File: config.mk
export PLATFORM = sky130hd
export DESIGN_NAME = uart_config_flat
export DESIGN_NICKNAME = d
export VERILOG_FILES = /design/src/rtl/uart_pkg.sv /design/src/rtl/uart_config_if.sv /design/src/rtl/uart_baud_gen.sv /design/src/rtl/uart_config.sv /design/src/flat_wrapper.sv
export SDC_FILE = /design/constraint.sdc
export NUM_CORES = 1
export LEC_CHECK = 0
export ABC_AREA = 1
export CAP_MARGIN = 25
export CORE_ASPECT_RATIO = 2
export CORE_MARGIN = 1.5
export CORE_UTILIZATION = 45
export CTS_BUF_LIST = sky130_fd_sc_hd__clkbuf_4 sky130_fd_sc_hd__clkbuf_8
export DETAILED_ROUTE_END_ITERATION = 16
export GPL_ROUTABILITY_DRIVEN = 0
export HOLD_SLACK_MARGIN = 0.02
export PLACE_DENSITY = 0.66
export SYNTH_ARGS = -nofsm -noshare
export SYNTH_HDL_FRONTEND = slang
export SYNTH_HIERARCHICAL = 1
export SYNTH_SLANG_ARGS = --single-unit
File: constraint.sdc
create_clock -name clk -period 2.3 [get_ports clk]
set_input_delay 0.46 -clock clk [delete_from_list [all_inputs] [get_ports clk]]
set_output_delay 0.46 -clock clk [all_outputs]
set_load 0.03 [all_outputs]
File: src/rtl/uart_pkg.sv
// ---------------------------------------------------------------------------
// uart_pkg
// Shared definitions for the uart_config block:
//   - parity mode constants (PARITY parameter values)
//   - state encodings used by both the TX and RX state machines
//   - receive status record and a parity helper
// ---------------------------------------------------------------------------
package uart_pkg;

   localparam int PARITY_NONE = 0;
   localparam int PARITY_ODD  = 1;
   localparam int PARITY_EVEN = 2;

   // TX and RX walk through the same frame phases, so they share one encoding.
   localparam logic [2:0] ST_IDLE   = 3'd0;
   localparam logic [2:0] ST_START  = 3'd1;
   localparam logic [2:0] ST_DATA   = 3'd2;
   localparam logic [2:0] ST_PARITY = 3'd3;
   localparam logic [2:0] ST_STOP   = 3'd4;

   typedef struct packed {
      logic parity_err;
      logic frame_err;
      logic overrun;
   } rx_status_t;

   // Parity bit that makes the ones count of (data, parity) odd for
   // PARITY_ODD and even for PARITY_EVEN. Data is zero-extended to 9 bits.
   function automatic logic parity_bit(input logic [8:0] data, input int mode);
      return (^data) ^ (mode == PARITY_ODD);
   endfunction

endpackage

File: src/rtl/uart_config_if.sv
// ---------------------------------------------------------------------------
// uart_config_if
// Word-level handshake bundle of uart_config.
//   tx_valid/tx_ready/tx_data : word offered to the transmitter
//   rx_valid/rx_ready/rx_data : received word to the consumer
//   rx_parity_err/rx_frame_err/rx_overrun : status, qualified by rx_valid
//   tx_busy/rx_busy           : direction state machine not idle
// modport slave  : the UART side
// modport master : the user side
// ---------------------------------------------------------------------------
interface uart_config_if #(
   parameter int DATA_BITS = 8
);
   logic                 tx_valid;
   logic                 tx_ready;
   logic [DATA_BITS-1:0] tx_data;
   logic                 rx_valid;
   logic                 rx_ready;
   logic [DATA_BITS-1:0] rx_data;
   logic                 rx_parity_err;
   logic                 rx_frame_err;
   logic                 rx_overrun;
   logic                 tx_busy;
   logic                 rx_busy;

   modport slave (
      input  tx_valid, tx_data, rx_ready,
      output tx_ready, rx_valid, rx_data, rx_parity_err, rx_frame_err,
             rx_overrun, tx_busy, rx_busy
   );

   modport master (
      output tx_valid, tx_data, rx_ready,
      input  tx_ready, rx_valid, rx_data, rx_parity_err, rx_frame_err,
             rx_overrun, tx_busy, rx_busy
   );
endinterface

File: src/rtl/uart_baud_gen.sv
// ---------------------------------------------------------------------------
// uart_baud_gen
// Oversampling tick divider, one per direction.
//   clk, rst  : clock, asynchronous active-high reset
//   reload    : frame start; captures baud_div and restarts the count
//   baud_div  : tick period minus one, in clk cycles
//   tick      : one-cycle pulse every baud_div+1 cycles after reload
// ---------------------------------------------------------------------------
module uart_baud_gen #(
   parameter int DIV_W = 16
) (
   input  logic             clk,
   input  logic             rst,
   input  logic             reload,
   input  logic [DIV_W-1:0] baud_div,
   output logic             tick
);

   logic [DIV_W-1:0] cnt_reg;
   logic [DIV_W-1:0] div_reg;

   // The divisor is latched only on reload so a mid-frame change of
   // baud_div cannot stretch or shrink the frame in progress.
   assign tick = !reload && (cnt_reg == div_reg);

   always_ff @(posedge clk or posedge rst) begin
      if (rst) begin
         cnt_reg <= '0;
         div_reg <= '0;
      end else if (reload) begin
         cnt_reg <= '0;
         div_reg <= baud_div;
      end else if (cnt_reg == div_reg) begin
         cnt_reg <= '0;
      end else begin
         cnt_reg <= cnt_reg + 1'b1;
      end
   end

endmodule

File: src/rtl/uart_config.sv
// ---------------------------------------------------------------------------
// uart_config
// Full-duplex UART with compile-time frame format.
//   clk, rst  : clock, asynchronous active-high reset
//   baud_div  : tick period minus one (OVERSAMPLE ticks per bit)
//   rx        : asynchronous serial input, idle high
//   tx        : serial output, idle high
//   bus       : word handshake and status (uart_config_if.slave)
// Frame: start(0), DATA_BITS data LSB first, optional parity, STOP_BITS stops.
// ---------------------------------------------------------------------------
module uart_config
   import uart_pkg::*;
#(
   parameter int DATA_BITS  = 8,
   parameter int PARITY     = 0,
   parameter int STOP_BITS  = 1,
   parameter int OVERSAMPLE = 16,
   parameter int DIV_W      = 16
) (
   input  logic             clk,
   input  logic             rst,
   input  logic [DIV_W-1:0] baud_div,
   input  logic             rx,
   output logic             tx,
   uart_config_if.slave     bus
);

   localparam int TICK_W = $clog2(2 * OVERSAMPLE);
   localparam int BIT_W  = $clog2(DATA_BITS);

   localparam logic [TICK_W-1:0] TICK_LAST  = TICK_W'(OVERSAMPLE - 1);
   localparam logic [TICK_W-1:0] STOP_LAST  = TICK_W'(STOP_BITS * OVERSAMPLE - 1);
   localparam logic [TICK_W-1:0] VOTE_FIRST = TICK_W'(OVERSAMPLE / 2 - 1);
   localparam logic [TICK_W-1:0] VOTE_MID   = TICK_W'(OVERSAMPLE / 2);
   localparam logic [TICK_W-1:0] VOTE_LAST  = TICK_W'(OVERSAMPLE / 2 + 1);
   localparam logic [BIT_W-1:0]  BIT_LAST   = BIT_W'(DATA_BITS - 1);

   // ------------------------------------------------------------------
   // Transmitter
   // ------------------------------------------------------------------
   logic [2:0]           tx_state_reg;
   logic [TICK_W-1:0]    tx_tick_cnt_reg;
   logic [BIT_W-1:0]     tx_bit_cnt_reg;
   logic [DATA_BITS-1:0] tx_shift_reg;
   logic                 tx_par_reg;
   logic                 tx_reg;
   logic                 tx_ready_en_reg;
   logic                 tx_tick;
   logic                 tx_accept;
   logic                 tx_phase_end;

   // tx_ready_en_reg keeps tx_ready low while in reset and lets it rise on
   // the first clock after release (the FSM itself already sits in IDLE).
   assign bus.tx_ready = (tx_state_reg == ST_IDLE) && tx_ready_en_reg;
   assign bus.tx_busy  = (tx_state_reg != ST_IDLE);
   assign tx_accept    = bus.tx_valid && bus.tx_ready;
   assign tx           = tx_reg;
   assign tx_phase_end = tx_tick &&
                         (tx_tick_cnt_reg == ((tx_state_reg == ST_STOP) ? STOP_LAST : TICK_LAST));

   uart_baud_gen #(.DIV_W(DIV_W)) u_tx_baud (
      .clk      (clk),
      .rst      (rst),
      .reload   (tx_accept),
      .baud_div (baud_div),
      .tick     (tx_tick)
   );

   always_ff @(posedge clk or posedge rst) begin
      if (rst) begin
         tx_state_reg    <= ST_IDLE;
         tx_tick_cnt_reg <= '0;
         tx_bit_cnt_reg  <= '0;
         tx_shift_reg    <= '0;
         tx_par_reg      <= 1'b0;
         tx_reg          <= 1'b1;
         tx_ready_en_reg <= 1'b0;
      end else begin
         tx_ready_en_reg <= 1'b1;
         if (tx_state_reg != ST_IDLE && tx_tick)
            tx_tick_cnt_reg <= tx_phase_end ? '0 : tx_tick_cnt_reg + 1'b1;
         case (tx_state_reg)
            ST_IDLE: begin
               if (tx_accept) begin
                  tx_shift_reg    <= bus.tx_data;
                  tx_par_reg      <= parity_bit(9'(bus.tx_data), PARITY);
                  tx_reg          <= 1'b0;
                  tx_tick_cnt_reg <= '0;
                  tx_state_reg    <= ST_START;
               end
            end
            ST_START: begin
               if (tx_phase_end) begin
                  tx_reg         <= tx_shift_reg[0];
                  tx_bit_cnt_reg <= '0;
                  tx_state_reg   <= ST_DATA;
               end
            end
            ST_DATA: begin
               if (tx_phase_end) begin
                  if (tx_bit_cnt_reg == BIT_LAST) begin
                     if (PARITY != PARITY_NONE) begin
                        tx_reg       <= tx_par_reg;
                        tx_state_reg <= ST_PARITY;
                     end else begin
                        tx_reg       <= 1'b1;
                        tx_state_reg <= ST_STOP;
                     end
                  end else begin
                     tx_bit_cnt_reg <= tx_bit_cnt_reg + 1'b1;
                     tx_shift_reg   <= tx_shift_reg >> 1;
                     tx_reg         <= tx_shift_reg[1];
                  end
               end
            end
            ST_PARITY: begin
               if (tx_phase_end) begin
                  tx_reg       <= 1'b1;
                  tx_state_reg <= ST_STOP;
               end
            end
            ST_STOP: begin
               if (tx_phase_end)
                  tx_state_reg <= ST_IDLE;
            end
            default: begin
               tx_reg       <= 1'b1;
               tx_state_reg <= ST_IDLE;
            end
         endcase
      end
   end

   // ------------------------------------------------------------------
   // Receiver
   // ------------------------------------------------------------------
   logic                 rx_meta_reg;
   logic                 rx_sync_reg;
   logic [2:0]           rx_state_reg;
   logic [TICK_W-1:0]    rx_tick_cnt_reg;
   logic [BIT_W-1:0]     rx_bit_cnt_reg;
   logic [DATA_BITS-1:0] rx_shift_reg;
   logic [1:0]           rx_ones_reg;
   logic                 rx_par_reg;
   logic                 rx_tick;
   logic                 rx_start;
   logic                 rx_vote_tick;
   logic                 rx_vote_done;
   logic                 rx_bit_val;
   logic                 rx_bit_end;
   logic                 rx_done;
   logic                 rx_valid_reg;
   logic [DATA_BITS-1:0] rx_data_reg;
   rx_status_t           rx_status_reg;

   // Synchroniser resets high so a reset never looks like a start edge.
   always_ff @(posedge clk or posedge rst) begin
      if (rst) begin
         rx_meta_reg <= 1'b1;
         rx_sync_reg <= 1'b1;
      end else begin
         rx_meta_reg <= rx;
         rx_sync_reg <= rx_meta_reg;
      end
   end

   assign rx_start     = (rx_state_reg == ST_IDLE) && !rx_sync_reg;
   assign rx_vote_tick = rx_tick && (rx_tick_cnt_reg == VOTE_FIRST || rx_tick_cnt_reg == VOTE_MID);
   assign rx_vote_done = rx_tick && (rx_tick_cnt_reg == VOTE_LAST);
   assign rx_bit_end   = rx_tick && (rx_tick_cnt_reg == TICK_LAST);
   // Third sample is combined combinationally so the vote resolves on its tick.
   assign rx_bit_val   = (rx_ones_reg + {1'b0, rx_sync_reg}) >= 2'd2;
   assign rx_done      = (rx_state_reg == ST_STOP) && rx_vote_done;

   uart_baud_gen #(.DIV_W(DIV_W)) u_rx_baud (
      .clk      (clk),
      .rst      (rst),
      .reload   (rx_start),
      .baud_div (baud_div),
      .tick     (rx_tick)
   );

   always_ff @(posedge clk or posedge rst) begin
      if (rst) begin
         rx_state_reg    <= ST_IDLE;
         rx_tick_cnt_reg <= '0;
         rx_bit_cnt_reg  <= '0;
         rx_shift_reg    <= '0;
         rx_ones_reg     <= '0;
         rx_par_reg      <= 1'b0;
      end else begin
         if (rx_state_reg != ST_IDLE && rx_tick) begin
            rx_tick_cnt_reg <= rx_bit_end ? '0 : rx_tick_cnt_reg + 1'b1;
            if (rx_vote_done)
               rx_ones_reg <= '0;
            else if (rx_vote_tick)
               rx_ones_reg <= rx_ones_reg + {1'b0, rx_sync_reg};
         end
         case (rx_state_reg)
            ST_IDLE: begin
               if (rx_start) begin
                  rx_tick_cnt_reg <= '0;
                  rx_ones_reg     <= '0;
                  rx_state_reg    <= ST_START;
               end
            end
            ST_START: begin
               // A start bit that votes high was a glitch: drop it silently.
               if (rx_vote_done && rx_bit_val) begin
                  rx_state_reg <= ST_IDLE;
               end else if (rx_bit_end) begin
                  rx_bit_cnt_reg <= '0;
                  rx_state_reg   <= ST_DATA;
               end
            end
            ST_DATA: begin
               if (rx_vote_done)
                  rx_shift_reg <= {rx_bit_val, rx_shift_reg[DATA_BITS-1:1]};
               if (rx_bit_end) begin
                  if (rx_bit_cnt_reg == BIT_LAST)
                     rx_state_reg <= (PARITY != PARITY_NONE) ? ST_PARITY : ST_STOP;
                  else
                     rx_bit_cnt_reg <= rx_bit_cnt_reg + 1'b1;
               end
            end
            ST_PARITY: begin
               if (rx_vote_done)
                  rx_par_reg <= rx_bit_val;
               if (rx_bit_end)
                  rx_state_reg <= ST_STOP;
            end
            ST_STOP: begin
               // Leave mid stop bit so a following start edge is not missed.
               if (rx_vote_done)
                  rx_state_reg <= ST_IDLE;
            end
            default: rx_state_reg <= ST_IDLE;
         endcase
      end
   end

   // Output word register: a completing word always wins over consumption.
   always_ff @(posedge clk or posedge rst) begin
      if (rst) begin
         rx_valid_reg  <= 1'b0;
         rx_data_reg   <= '0;
         rx_status_reg <= '0;
      end else if (rx_done) begin
         rx_valid_reg             <= 1'b1;
         rx_data_reg              <= rx_shift_reg;
         rx_status_reg.parity_err <= (PARITY != PARITY_NONE) &&
                                     (parity_bit(9'(rx_shift_reg), PARITY) != rx_par_reg);
         rx_status_reg.frame_err  <= !rx_bit_val;
         rx_status_reg.overrun    <= rx_valid_reg && !bus.rx_ready;
      end else if (rx_valid_reg && bus.rx_ready) begin
         rx_valid_reg  <= 1'b0;
         rx_status_reg <= '0;
      end
   end

   assign bus.rx_valid      = rx_valid_reg;
   assign bus.rx_data       = rx_data_reg;
   assign bus.rx_parity_err = rx_status_reg.parity_err;
   assign bus.rx_frame_err  = rx_status_reg.frame_err;
   assign bus.rx_overrun    = rx_status_reg.overrun;
   assign bus.rx_busy       = (rx_state_reg != ST_IDLE);

endmodule

File: src/flat_wrapper.sv
// flat-port wrapper written by rule: the top's interface ports become plain ports
module uart_config_flat import uart_pkg::*;
#(
   parameter int DATA_BITS  = 8,
   parameter int PARITY     = 0,
   parameter int STOP_BITS  = 1,
   parameter int OVERSAMPLE = 16,
   parameter int DIV_W      = 16
)
  (clk, rst, baud_div, rx, tx, bus_tx_valid, bus_tx_data, bus_rx_ready, bus_tx_ready, bus_rx_valid, bus_rx_data, bus_rx_parity_err, bus_rx_frame_err, bus_rx_overrun, bus_tx_busy, bus_rx_busy);
  uart_config_if #(.DATA_BITS(DATA_BITS)) bus_i ();
  input  logic clk;
  input  logic rst;
  input  logic [DIV_W-1:0] baud_div;
  input  logic rx;
  output logic tx;
  input wire logic [$bits(bus_i.tx_valid)-1:0] bus_tx_valid;
  input wire logic [$bits(bus_i.tx_data)-1:0] bus_tx_data;
  input wire logic [$bits(bus_i.rx_ready)-1:0] bus_rx_ready;
  output wire logic [$bits(bus_i.tx_ready)-1:0] bus_tx_ready;
  output wire logic [$bits(bus_i.rx_valid)-1:0] bus_rx_valid;
  output wire logic [$bits(bus_i.rx_data)-1:0] bus_rx_data;
  output wire logic [$bits(bus_i.rx_parity_err)-1:0] bus_rx_parity_err;
  output wire logic [$bits(bus_i.rx_frame_err)-1:0] bus_rx_frame_err;
  output wire logic [$bits(bus_i.rx_overrun)-1:0] bus_rx_overrun;
  output wire logic [$bits(bus_i.tx_busy)-1:0] bus_tx_busy;
  output wire logic [$bits(bus_i.rx_busy)-1:0] bus_rx_busy;
  assign bus_i.tx_valid = bus_tx_valid;
  assign bus_i.tx_data = bus_tx_data;
  assign bus_i.rx_ready = bus_rx_ready;
  assign bus_tx_ready = bus_i.tx_ready;
  assign bus_rx_valid = bus_i.rx_valid;
  assign bus_rx_data = bus_i.rx_data;
  assign bus_rx_parity_err = bus_i.rx_parity_err;
  assign bus_rx_frame_err = bus_i.rx_frame_err;
  assign bus_rx_overrun = bus_i.rx_overrun;
  assign bus_tx_busy = bus_i.tx_busy;
  assign bus_rx_busy = bus_i.rx_busy;
  uart_config #(.DATA_BITS(DATA_BITS), .PARITY(PARITY), .STOP_BITS(STOP_BITS), .OVERSAMPLE(OVERSAMPLE), .DIV_W(DIV_W)) u_core (.clk(clk), .rst(rst), .baud_div(baud_div), .rx(rx), .tx(tx), .bus(bus_i));
endmodule
# [Word-level counts from Yosys, hierarchy flattened]
# Index checks and enable logic that the tools add are counted.
[classes] n_addsub=7 n_mul=0 div=0 order_cmp=1 eq_ne=33 shift=0 n_mux=54 n_bitwise=1 n_reduce_logical=36
[ops] operator="$mux 16" n=4
[ops] operator="$mux 3" n=21
[ops] operator="$mux 5" n=8
[ops] operator="$add 16x1->16 const B" n=2
[ops] operator="$eq 16x16->1" n=2
[ops] operator="$pmux 3 s5" n=2
[ops] operator="$mux 8" n=3
[ops] operator="$eq 5x4->1 const B" n=4
[ops] operator="$ne 2x1->1 const B" n=10
[ops] operator="$pmux 8 s2" n=1
[ops] operator="$logic_and 1x1->1" n=15
[ops] operator="$eq 3x2->1 const B" n=4
[ops] operator="$eq 3x3->1 const B" n=4
[ops] operator="$pmux 3 s2" n=2
[ops] operator="$reduce_and 6->1" n=2
[ops] operator="$add 5x1->5 const B" n=2
[ops] operator="$mux 2" n=5
[ops] operator="$ne 2x2->1 const B" n=5
[ops] operator="$reduce_and 5->1" n=2
[ops] operator="$reduce_and 4->1" n=2
[ops] operator="$reduce_bool 2->1" n=4
[ops] operator="$mux 1" n=7
[ops] operator="$add 3x1->3 const B" n=2
[ops] operator="$eq 3x1->1 const B" n=2
[ops] operator="11 further kinds" n=17
[totals] register_bits=120 latch_bits=0 mem_bits_rw=0 rom_bits=0 inputBits=29 out_inout_bits=16 word_cells=154 mem_count=0

# [Depth between registers and ports, before layout]
# Gate-level depths: netlist (run 1).
[depth] word_depth=10 ltp_mapped=15 ltp_nobuf=15

# [Cells and area by module]
# The synthesis (run 1) kept the hierarchy.
[modules_own_cells] mod="uart_baud_gen" n_inst=2 cells_per_inst=238 area_each_um2=1764.2 seq_area_each_um2=800.8
[modules_own_cells] mod="uart_config" n_inst=1 cells_per_inst=335 area_each_um2=2760.1 seq_area_each_um2=1380.1

# [Worst setup path after synthesis (run 1)]
# OpenSTA, ideal clock, no wires.
[synth_timing] path_type="reg2reg" from="reg u_core.tx_state_reg[0]" to="reg u_core.tx_shift_reg[2]" setup_ps=117 t_arrival_ps=2594 required_ps=2183 path_slack_ps=-411 path_stages_with_launch=15 n_path_buf=2 period_less_slack_ps=2711 path_cell_list="dfrtp_1 nor2_4 nand2_4 nor2_1 nand2_1 inv_1 clkbuf_1 nor2_1 nand2_1 inv_2 a21oi_2 nor2_4 buf_6 nand2_1 o21ai_2"
[synth_via] elab_chain_len=8 word_cells_on_any_way=13 cone_classes="eq/ne: 4; mux: 1; reduce/logical: 8"
[synth_rtl] element="from (decl)" line_no="uart_config.sv:41" text="logic [2:0] tx_state_reg;"
[synth_rtl] element="from (signal assigned)" line_no="uart_config.sv:71" text="tx_state_reg <= ST_IDLE;"
[synth_rtl] element="from (signal assigned)" line_no="uart_config.sv:89" text="tx_state_reg <= ST_START;"
[synth_rtl] element="from (signal assigned)" line_no="uart_config.sv:96" text="tx_state_reg <= ST_DATA;"
[synth_rtl] element="$logic_not 3->1" line_no="uart_config.sv:54" text="assign bus.tx_ready = (tx_state_reg == ST_IDLE) && tx_ready_en_reg;"
[synth_rtl] element="$logic_and 1x1->1" line_no="uart_config.sv:54"
[synth_rtl] element="net bus_tx_ready" line_no="flat_wrapper.sv:20" text="output wire logic [$bits(bus_i.tx_ready)-1:0] bus_tx_ready;"
[synth_rtl] element="$logic_and 1x1->1" line_no="uart_config.sv:56" text="assign tx_accept = bus.tx_valid && bus.tx_ready;"
[synth_rtl] element="net u_core.tx_accept" line_no="uart_config.sv:49" text="logic tx_accept;"
[synth_rtl] element="$logic_not 1->1" line_no="uart_baud_gen.sv:24" text="assign tick = !reload && (cnt_reg == div_reg);"
[synth_rtl] element="$logic_and 1x1->1" line_no="uart_baud_gen.sv:24"
[synth_rtl] element="net u_core.tx_tick" line_no="uart_config.sv:48" text="logic tx_tick;"
[synth_rtl] element="$logic_and 1x1->1" line_no="uart_config.sv:58" text="assign tx_phase_end = tx_tick &&"
[synth_rtl] element="$ne 2x1->1 (no line)"
[synth_rtl] element="$reduce_and 4->1 (no line)"
[synth_rtl] element="to (signal assigned)" line_no="uart_config.sv:85" text="tx_shift_reg <= bus.tx_data;"
[synth_rtl] element="to (signal assigned)" line_no="uart_config.sv:111" text="tx_shift_reg <= tx_shift_reg >> 1;"
[synth_rtl] element="to (decl)" line_no="uart_config.sv:44" text="logic [DATA_BITS-1:0] tx_shift_reg;"
# The timed path passes the listed nets, and every way through them passes these cells.
# A chain may end at the register's enable or synchronous reset.

# [Final worst setup path (run 1)]
[layout_timing] from="reg u_core.tx_state_reg[0]" to="out bus_tx_ready"
[layout_via] elab_chain_len=2
[layout_rtl] element="$logic_not 3->1" line_no="uart_config.sv:54"
[layout_rtl] element="$logic_and 1x1->1" line_no="uart_config.sv:54"
[layout_rtl] element="to (decl)" line_no="flat_wrapper.sv:20"
# No other way between the ends.

==> flow_results.org, run 1 <==
** STA
- Final setup violating endpoints :: 0
- Worst Skew :: 12.5 ps
- Max Transition Viols Final :: 0
- The count of final hold-check violations came to 0.
- Unrepaired setup endpoints after global routing :: false
- Once routing completed, OpenROAD measured the worst setup slack at 181 ps.
- For this run, the top clock speed supported by timing is 0.472 GHz.
- Final Critical Period :: 2120 ps
- Final period util :: 92.1%
- In the final timing run, aggregate negative setup slack is 0 ps.

** Detailed routing
- The first routing iteration left 322 violations.
- The first TritonRoute pass finished after 5 iterations.
- Count of vias placed by the detailed router :: 5003
- Detailed-route wire length :: 12300 um
- After detailed routing, the number of remaining DRC violations is 0.
- After detailed routing, the number of vias per cell comes to 4.82.
- Routed length per placed instance :: 11.8 um
- In this run the remaining antenna-violating nets after routing total 0.

** Layout
- The net count of the finished layout is 910.
- Layout cells sized above 1 :: 12.7%
- The area growth from synthesis to layout is 16.4%.
- With fillers left out, the area of the finished cells amounts to 0.00732 mm2.
- The repair_antennas step left the layout with diodes totalling 0.
- Once layout is complete, the cells apart from fillers number 1037.

** Floorplan
- Measured along the x axis, the die boundary spans 86.6 um.
- Initial core utilization :: 45.8%
- FP Rows :: 61
- Die footprint :: 0.0147 mm2
- Ports :: 45
- The region available for standard cell placement spans 0.0137 mm2.
- In this run the vertical extent of the chip is 170 um.

** Critical path
- STA puts the critical path data arrival time at 1660 ps.
- Across all register-to-register paths, the minimum setup slack is 230 ps.
- Worst Path Required :: 1840 ps
- Maximum net fanout on the critical path :: 5
- STA classifies the critical path startpoint as a flop.
- The endpoint identified for the worst register-to-register timing path is u_core/rx_bit_cnt_reg[1].
- Measured in cells, the most critical reg-to-reg path has a length of 15.
- In this run the critical register-to-register path is launched from u_core/u_rx_baud/cnt_reg[10].
- Kind of capture point of the worst setup path :: output pin
- Classification of the worst setup path :: flop to output pin

** Pwr
- The worst-case IR drop observed on VDD is 521 uV.
- Net switching component of the power :: 1.68 mW
- In this run the power density over the cells is 762 mW/mm2.
- Net Sw Frac :: 30.1%
- In this run, flip-flops and latches consume 47.3% of the power.
- Static Leak :: 3.59 nW
- Internal cell power :: 3.90 mW
- Proportion of power drawn by the clock network :: 33.3%
- Share of power burned in combinational logic :: 19.4%

** CTS
- After clock tree synthesis, the clock-pin slew on the worst setup and hold paths is 70 ps.
- Counting along the longest clock path gives a buffer depth of 2.
- CTS placed an instance of sky130_fd_sc_hd__clkbuf_8 at the clock tree root.
- H-tree Lvls :: 4
- Number of buffers inserted during clock tree synthesis :: 17
- CTS tree :: built
- Source-to-sink clock delay at the later pin of the worst-skew pair :: 420 ps
- Clk sink count :: 119

** GRT
- Global routing used 18.7% of the available tracks.
- Pin count of the biggest net entering global routing :: 56
- The first global-routing pass estimated 21900 um of wire.
- Global route total overflow :: 0
- The initial antenna violation count was 0.
- The number of global-route vias before repair is 4962.

** Yosys
- Synthesized instance count :: 811
- Number of distinct standard cells referenced by the synthesized netlist :: 36
- Post-synth net total :: 852
- FF+latch count, synth :: 119
- Post-Syn Area :: 0.00629 mm2
- YS warnings :: 6
- Summing the sequential cell areas from Yosys gives 47.4% of the chip area.
- Averaged over all synthesized cells, the footprint is 7.75 um2.

** Status
- Status :: completed

** Place
- Post-Place Cells :: 1003
- In this run the tool buffered the top-level ports with 43 buffer cells.
- Placed wire-length estimate :: 8770 um
- Worst setup slack after placement :: 139 ps
- Once placement finished, the instance area stood at 0.00689 mm2.

** Hold path
- Launch point of the worst hold path :: u_core/rx_meta_reg
- The path with the worst hold slack has its endpoint at u_core/rx_sync_reg.
- The worst hold path was traced through 0 stages.
- Kind of path behind the tightest hold check :: flop to flop

** Flow run
- Across the run, the number of max-cap violations was 0.
cells by family after synthesis:
logic type | synth area share, %
and+or+nand+nor | 30.1
buffers and inverters | 9.05
DFF | 47.4
AOI/OAI and AO/OA | 8.08
xor gates and xnor gates | 2.65
adders and majority gates | 2.39
other | 0.119
muxes | 0.179
worst max-delay path by stage:
stage	from	to	cells past startpoint
2_1_floorplan	u_core/tx_state_reg[0]	u_core/tx_shift_reg[2]	14
3_3_place_gp	u_core/u_rx_baud/cnt_reg[10]	u_core/rx_bit_cnt_reg[1]	15
3_5_place_dp	bus_tx_valid	u_core/tx_shift_reg[4]	10
4_1_cts	u_core/u_rx_baud/cnt_reg[10]	u_core/rx_bit_cnt_reg[1]	15
5_1_grt	u_core/u_rx_baud/cnt_reg[10]	u_core/rx_bit_cnt_reg[1]	15
6_report	u_core/tx_state_reg[0]	bus_tx_ready	4
power by group through the flow:
stage          logic [mW]  clock network (mW)  registers [mW]
3_5_place_dp         1.08                   0            2.67
6_report             1.08                1.86            2.64
4_1_cts              1.08                1.92            2.64
3_3_place_gp         1.04                   0            2.67
5_1_grt              1.27                2.01            2.68
2_1_floorplan       0.818                   0            2.64
metrics by stage:
stage / power (mW) / hold WS [ps] / util [%]
final: 5.58 / 358 / 53.3
after floorplan: 3.46 / 345 / -
after CTS: 5.64 / 359 / 53.0
after global routing: 5.97 / 368 / 53.3
after global placement: 3.71 / 349 / 50.2
after detailed placement: 3.75 / 349 / 50.2
layout by cell type (no fill, tap or decap), drive strengths merged, types with 8 or more instances in the layout:
master,n
clkdlybuf4s50,40
ha,12
nand3,31
buf,10
nor2,93
clkbuf,22
xor2,17
nor3,17
nand4,11
a21oi,8
nand2,270
dfrtp,116
inv,125
o21ai,85
area by class of cell:
cell class | count | area (um2)
fill | 1319 | 6420
sequential | 119 | 2980
multi-input combinational | 553 | 2770
timing repair buffer | 53 | 514
inverter | 125 | 469
clock buffer | 22 | 290
tap | 157 | 196
clock inverter | 8 | 98.8
synthesized netlist by cell type:
cell | number | area, um2
sky130_fd_sc_hd__a21oi_1 | 6 | 30.0
sky130_fd_sc_hd__xnor2_1 | 2 | 17.5
sky130_fd_sc_hd__nor2_2 | 9 | 56.3
sky130_fd_sc_hd__nor2_8 | 1 | 20.0
sky130_fd_sc_hd__nand3_2 | 3 | 30.0
sky130_fd_sc_hd__clkbuf_1 | 7 | 26.3
sky130_fd_sc_hd__nand2_1 | 258 | 968
sky130_fd_sc_hd__buf_12 | 2 | 40.0
sky130_fd_sc_hd__nand2_4 | 6 | 67.6
sky130_fd_sc_hd__a211oi_1 | 1 | 7.51
sky130_fd_sc_hd__nor3_2 | 1 | 10.0
sky130_fd_sc_hd__o211ai_2 | 1 | 12.5
sky130_fd_sc_hd__nand2_2 | 6 | 37.5
sky130_fd_sc_hd__o21ai_2 | 4 | 35.0
sky130_fd_sc_hd__inv_2 | 18 | 67.6
sky130_fd_sc_hd__nor2_4 | 9 | 101
sky130_fd_sc_hd__mux2_1 | 1 | 11.3
sky130_fd_sc_hd__xor2_1 | 17 | 149
sky130_fd_sc_hd__inv_1 | 107 | 402
sky130_fd_sc_hd__nor3b_1 | 1 | 7.51
sky130_fd_sc_hd__ha_1 | 12 | 150
sky130_fd_sc_hd__buf_4 | 1 | 7.51
sky130_fd_sc_hd__nand4_1 | 11 | 68.8
sky130_fd_sc_hd__o21ai_0 | 63 | 315
sky130_fd_sc_hd__conb_1 | 2 | 7.51
sky130_fd_sc_hd__nor3_4 | 2 | 32.5
sky130_fd_sc_hd__a21oi_2 | 2 | 17.5
sky130_fd_sc_hd__buf_2 | 3 | 15.0
sky130_fd_sc_hd__and3_1 | 1 | 6.26
sky130_fd_sc_hd__dfstp_2 | 3 | 78.8
sky130_fd_sc_hd__dfrtp_1 | 116 | 2900
sky130_fd_sc_hd__nor2_1 | 74 | 278
sky130_fd_sc_hd__o21ai_1 | 18 | 90.1
sky130_fd_sc_hd__buf_6 | 1 | 11.3
sky130_fd_sc_hd__nor3_1 | 14 | 70.1
sky130_fd_sc_hd__nand3_1 | 28 | 140
layer usage:
metal | up-vias | GRT usage, % | routed length [um]
met4 | 0 | 6.45 | 140
met5 | - | 0 | 0
met1 | 2297 | 23.7 | 5700
met2 | 80 | 31.0 | 6000
met3 | 12 | 4.27 | 415
li1 | 2614 | - | -
worst max-delay path, cell delays in order, from the launching register on:
cell	delay, ps
sky130_fd_sc_hd__dfrtp_1	450
sky130_fd_sc_hd__nor2_4	180
sky130_fd_sc_hd__nand2_4	110
sky130_fd_sc_hd__nor2_4	90
sky130_fd_sc_hd__dlygate4sd2_1	410
timing repair:
action                     CTS  global route
hold endpoints to repair     0             0
setup endpoints to repair    3            26
hold buffers                 0             0
setup buffers                0             4
pin swaps                    0             2
resized for setup            3             4
No activity file was read; power rests on OpenSTA's default activity.
==> run 2, diff against run 1 <==
--- a/config.mk
+++ b/config.mk
@@ -15,6 +15,8 @@
 export GPL_ROUTABILITY_DRIVEN = 0
 export HOLD_SLACK_MARGIN = 0.02
 export PLACE_DENSITY = 0.66
+export RECOVER_POWER = 100
+export SLEW_MARGIN = 20
 export SYNTH_ARGS = -nofsm -noshare
 export SYNTH_HDL_FRONTEND = slang
 export SYNTH_HIERARCHICAL = 1
==> run 2 against run 1 <==
Against the previous run:
- sequential cell count stayed put
- combinational power hardly changed
- via count is 0.74% higher
- sequential power hardly changed
- cell area is 0.74% lower
- highest routed layer unchanged
==> flow_results.org, run 2 (synthesis results as in run 1) <==
** CTS
- CTS tree :: built
- In this run the deepest clock path goes through 2 buffers.
- Clock tree root driver cell :: sky130_fd_sc_hd__clkbuf_8
- Clk sink count :: 119
- Source-to-sink clock delay at the later pin of the worst-skew pair :: 430 ps
- After clock tree synthesis, the clock-pin slew on the worst setup and hold paths is 60 ps.
- The number of clock buffers added by TritonCTS is 17.
- H-tree Lvls :: 4

** Critical path
- Signal arrival time at the worst endpoint :: 1710 ps
- The worst setup path is launched from a flop.
- Maximum net fanout on the critical path :: 5
- Worst Path Required :: 1840 ps
- Classification of the worst setup path :: flop to output pin
- STA classifies the critical path endpoint as an output pin.

** GRT
- Pin count of the biggest net entering global routing :: 56
- For this run, the total global-route usage over all layers was measured as 18.7%.
- The initial antenna violation count is 0.
- The number of global-route vias before repair is 4962.
- After global routing the overflow that remains totals 0.
- The first global-routing pass estimated 21900 um of wire.

** Detailed routing
- The final layout contains routed wiring with a total length of 12300 um.
- The first detailed-routing pass took 5 iterations.
- The routed layout has 5040 vias.
- Via-to-Cell Ratio :: 4.86
- Total DRC errors in the routed layout :: 0
- Remaining antenna violation count :: 0
- Routed length per placed instance :: 11.8 um
- Initial detailed-routing violation count :: 307

** Pwr
- Highest ir drop seen on vdd :: 520 uV
- Power density over the cells :: 764 mW/mm2
- The analysis attributes to cell leakage a power of 3.62 nW.

** Layout
- Leading cell type in the layout, fill and taps excluded :: sky130_fd_sc_hd__nand2_1
- The number of antenna diodes in the final layout is 0.
- Commonest non-fill, non-tap cells in the layout :: sky130_fd_sc_hd__nand2_1, sky130_fd_sc_hd__dfrtp_1, sky130_fd_sc_hd__inv_1
- Layout Area Growth over Synthesis :: 15.5%
- Cells with a size suffix above 1 make up 12.0% of the layout.
- In the final design database the tool counted 910 nets.

** STA
- In the final timing run, aggregate negative setup slack is 0 ps.
- Worst Skew :: 12.1 ps
- Final Critical Period :: 2170 ps
- Unrepaired setup endpoints after global routing :: false
- Min setup slack post-route :: 131 ps
- Tightest slew margin relative to the limit :: 11.4%
- The final max-slew violation count came to 0.
- Final setup violating endpoints :: 0
- The worst path uses 94.3% of the clock period.
- Transition time of the tightest slew-check pin :: 1330 ps
- Max frequency :: 0.461 GHz
- Final Hold Fails :: 0

** Place
- Timing analysis after detailed placement gives a worst setup slack of 139 ps.
- Number of input and output port buffers inserted :: 43
- Placed wire-length estimate :: 8770 um

** Floorplan
- X dimension of the die :: 86.6 um
- In this run the count of I/O pins placed on the die edge is 45.
- Die footprint :: 0.0147 mm2
- Core Box Area :: 0.0137 mm2
- Initial core utilization :: 45.8%
- FP Rows :: 61
- Measured along the y axis, the die boundary spans 170 um.

** Hold path
- In this run the worst hold path is classified as flop to flop.

** Flow run
- Across the run, the number of max-cap violations was 0.

** Status
- The run finished with clean final reports.
==> run 2: changes by cell type in the layout (fill, tap and decap cells not counted), moves of 5 or more <==
cell | before | now
sky130_fd_sc_hd__buf_4 | 9 | 4
sky130_fd_sc_hd__o21ai_1 | 18 | 6
sky130_fd_sc_hd__clkbuf_2 | 0 | 5
sky130_fd_sc_hd__o21ai_0 | 63 | 76
sky130_fd_sc_hd__clkdlybuf4s50_1 | 40 | 26
sky130_fd_sc_hd__dlygate4sd3_1 | 0 | 14
==> run 2: worst paths after layout <==
path	start	end	slack [ps]	cells past startpoint
max reg2reg	u_core/rx_state_reg[0]	u_core/u_rx_baud/cnt_reg[15]	220	7
min	u_core/rx_meta_reg	u_core/rx_sync_reg	360	0
min reg2reg	u_core/rx_meta_reg	u_core/rx_sync_reg	360	0
max in group asynchronous	rst	u_core/bus.rx_data[5]	530	3
max	u_core/tx_state_reg[0]	bus_tx_ready	130	4
min in group asynchronous	rst	u_core/u_rx_baud/cnt_reg[2]	760	3
==> run 2: through the flow <==
step / utilization, % / instances / hold slack [ps] / instance area (um2) / power (mW)
floorplan: - / 811 / 345 / 6310 / 3.46
global placement: 50.2 / 1003 / 349 / 6890 / 3.71
detailed placement: 50.2 / 1003 / 349 / 6890 / 3.75
CTS: 53.0 / 1033 / 359 / 7280 / 5.64
global route: 52.9 / 1037 / 368 / 7260 / 5.94
finish: 52.9 / 1037 / 358 / 7260 / 5.55
==> run 2: layer usage <==
metal  routed length, um  up-vias  track usage [%]
met5                   0        -                0
met4                 167        0             6.45
met3                 490       16             4.27
met2                6030       86             31.0
met1                5570     2320             23.7
li1                    -     2618                -
==> run 2: worst max-delay path: stages (launching register included) <==
cell and delay [ps]:
sky130_fd_sc_hd__dfrtp_1 450, sky130_fd_sc_hd__nor2_4 180, sky130_fd_sc_hd__nand2_4 100, sky130_fd_sc_hd__nor2_1 140, sky130_fd_sc_hd__dlygate4sd2_1 420
==> run 2: layout make-up <==
cell class,instances,area (um2)
fill,1328,6470
sequential,119,2980
multi-input combinational,553,2740
timing repair buffer,53,487
inverter,125,469
clock buffer,22,290
tap,157,196
clock inverter,8,98.8
==> run 2: report_power, final <==
group          total (mW)  leakage, nW  switching (mW)  internal (mW)
clock network        1.86        0.197           0.800           1.06
registers            2.64         1.54           0.229           2.41
logic                1.05         1.89           0.642          0.412
total                5.55         3.62            1.67           3.88
==> run 2: what timing repair did <==
item / CTS / global route
hold buffers: 0 / 0
gates cloned: 0 / 0
resized for setup: 3 / 4
buffers inserted: 0 / 4
setup endpoints to repair: 3 / 26
pin swaps: 0 / 2
==> run 3, diff against run 2 <==
--- a/config.mk
+++ b/config.mk
@@ -8,11 +8,10 @@
 export ABC_AREA = 1
 export CAP_MARGIN = 25
 export CORE_ASPECT_RATIO = 2
-export CORE_MARGIN = 1.5
 export CORE_UTILIZATION = 45
 export CTS_BUF_LIST = sky130_fd_sc_hd__clkbuf_4 sky130_fd_sc_hd__clkbuf_8
 export DETAILED_ROUTE_END_ITERATION = 16
-export GPL_ROUTABILITY_DRIVEN = 0
+export GPL_ROUTABILITY_DRIVEN = 1
 export HOLD_SLACK_MARGIN = 0.02
 export PLACE_DENSITY = 0.66
 export RECOVER_POWER = 100
==> constraint.sdc (replaced) <==
create_clock -name clk -period 1.8 [get_ports clk]
set_input_delay 0.36 -clock clk [delete_from_list [all_inputs] [get_ports clk]]
set_output_delay 0.36 -clock clk [all_outputs]
set_load 0.03 [all_outputs]
==> run 3 against run 2 <==
Against the previous run:
- the flow now finishes with violations (setup timing)
- die area down 1.7%
- combinational power up 96%
- sequential share of layout area down 6.5 points
- non-clock buffer count up 105
- clock power up 62%
- register-to-register slack worse by 340 ps
- count of clock-buffer cells in the layout down 3
- wire length up 24%
- total power up 51%
- largest cell class is now multi-input gates
- highest routed layer unchanged
==> flow_results.org, run 3 (synthesis results as in run 1) <==
** Status
- The run finished, with violations left.
- Failing checks :: setup timing

** Flow run
- Max-capacitance violation count :: 0

** CTS
- Clk pin slew, worst setup/hold paths :: 80 ps
- Source-to-sink clock delay at the later pin of the worst-skew pair :: 440 ps
- Number of buffers inserted during clock tree synthesis :: 17
- H-tree Lvls :: 4
- Number of buffers on the longest clock path :: 2
- Cts-stage hold buffer count :: 0
- The tree is rooted in a sky130_fd_sc_hd__clkbuf_8.
- The clock net in this run drives a total of 119 sinks.
- CTS tree :: built

** Hold path
- Kind of path behind the tightest hold check :: flop to flop

** Layout
- Fill cell total of the finished layout :: 1161
- Leading cell type in the layout, fill and taps excluded :: sky130_fd_sc_hd__nand2_1
- Layout Area Growth over Synthesis :: 37.2%
- The repair_antennas step left the layout with diodes totalling 0.
- For this run, the post-layout net count is 1015.
- Layout cells sized above 1 :: 30.6%
- Commonest non-fill, non-tap cells in the layout :: sky130_fd_sc_hd__nand2_1, sky130_fd_sc_hd__dfrtp_1, sky130_fd_sc_hd__inv_1

** Place
- Number of input and output port buffers inserted :: 43
- Placed wire-length estimate :: 10700 um
- Final weighted congestion in routability-driven placement :: 0.840

** Pwr
- Highest ir drop seen on vdd :: 689 uV
- Overall power consumption after layout is estimated at 8.39 mW.
- Static Leak :: 4.36 nW
- Power density over the cells :: 973 mW/mm2

** STA
- The final max-slew violation count is 0.
- Transition time of the tightest slew-check pin :: 828 ps
- Unrepaired setup endpoints after global routing :: true
- In this run the tightest slew margin relative to its limit is 44.8%.
- Final period util :: 107%
- Setup violations remaining at the end of the flow were counted as 63.
- Worst hold-check slack :: 357 ps
- Based on the critical path, the design can be clocked at up to 0.521 GHz.
- Final Critical Period :: 1920 ps
- Min setup slack post-route :: -118 ps
- The count of final hold-check violations is 0.
- Worst Skew :: 14.5 ps

** Floorplan
- In this run the count of I/O pins placed on the die edge is 45.
- X dimension of the die :: 85.6 um
- Measured along the y axis, the die boundary spans 169 um.
- Initial core utilization :: 46.5%
- The die covers 0.0145 mm2.
- Core Box Area :: 0.0135 mm2
- Row generation in the floorplan step produced 60 rows.

** GRT
- The initial antenna violation count is 0.
- The first global-routing pass estimated 25100 um of wire.
- Global routing used 22.2% of the available tracks.
- Global route total overflow :: 0
- Via count of the first global-routing pass :: 5697
- Pin count of the biggest net entering global routing :: 37

** Detailed routing
- After the first detailed-routing iteration, the DRC count stood at 237.
- Routed length per placed instance :: 13.3 um
- Remaining antenna violation count :: 0
- Count of vias placed by the detailed router :: 5613
- For this run, design rule violations remaining after detail routing come to 0.
- Using the TritonRoute via totals, the vias-per-cell ratio works out to 4.92.
- Drt first pass iters :: 5
- Summed over all layers, the routed wires come to 15200 um.

** Critical path
- Worst Path Required :: 2120 ps
- The largest individual stage delay along the critical path comes from the cell sky130_fd_sc_hd__dfrtp_1.
- Classification of the worst setup path :: flop to flop
- For the worst setup path, the data arrival time is 2240 ps.
- Critical Path Most Common Cell :: sky130_fd_sc_hd__nand2_1
- Critical Path Source Type :: flop
- Maximum cell stage delay along the critical path :: 410 ps
- Maximum net fanout on the critical path :: 6
- Traced cell by cell, the critical path runs through nand2_1, nand2_1, nor2_2, nand2_1, nor2_2, nand2_2, nor2_4, nand2_4, nor2_4, nand2_4, mux2_4.
- STA classifies the critical path endpoint as a flop.
run 3: report_power, final:
group / switching (mW) / total, mW / internal [mW]
logic: 1.11 / 2.06 / 0.950
registers: 0.235 / 3.31 / 3.08
clock network: 1.14 / 3.02 / 1.88
run 3: worst paths after layout:
kind | start | to | slack [ps] | cells past startpoint
hold reg to reg | u_core/rx_meta_reg | u_core/rx_sync_reg | 360 | 0
hold / removal | u_core/rx_meta_reg | u_core/rx_sync_reg | 360 | 0
max in group asynchronous | rst | u_core/rx_meta_reg | 440 | 3
setup / recovery | u_core/u_rx_baud/cnt_reg[13] | u_core/bus.rx_data[0] | -120 | 11
min in group asynchronous | rst | u_core/tx_tick_cnt_reg[4] | 490 | 2
setup reg to reg | u_core/u_rx_baud/cnt_reg[13] | u_core/bus.rx_data[0] | -120 | 11
run 3: layout make-up:
type	count	area [um2]	share of cell area, %
clock buffer	19	262	3.03
clock inverter	13	240	2.78
inverter	125	474	5.50
multi-input combinational	553	3150	36.5
sequential	119	2980	34.6
tap	155	194	2.25
timing repair buffer	158	1330	15.4
run 3: critical path, delay by kind of cell, from the launching register on:
kind | cells | cell delay [ps]
muxes | 1 | 320
and+or+nand+nor | 10 | 1090
DFF | 1 | 410
run 3: repair_timing:
action | in CTS | in global routing
endpoints found under the setup margin | 58 | 79
cloned | 2 | 2
setup buffers | 11 | 12
pin swaps | 18 | 40
resized for setup | 59 | 96
run 3: metal layers:
layer  track usage [%]  share of wire (%)  up-vias
met3              4.23                2.7       23
met2              42.8                 57       94
met1              22.5                 37     2663
met4              9.57                2.6        0
li1                  -                  -     2833
met5                 0                  0        -
run 3: metrics by stage:
step           util, %  setup slack, ps  cells  setup TNS (ps)  cell area, um2
2_1_floorplan        -             -280    811           -3040            6390
3_3_place_gp      56.2             -125   1084           -4140            7590
3_5_place_dp      56.2             -161   1084           -5590            7590
4_1_cts           61.3            -97.7   1129           -1390            8280
5_1_grt           63.9             -261   1142          -14910            8630
6_report          63.9             -118   1142           -2680            8630
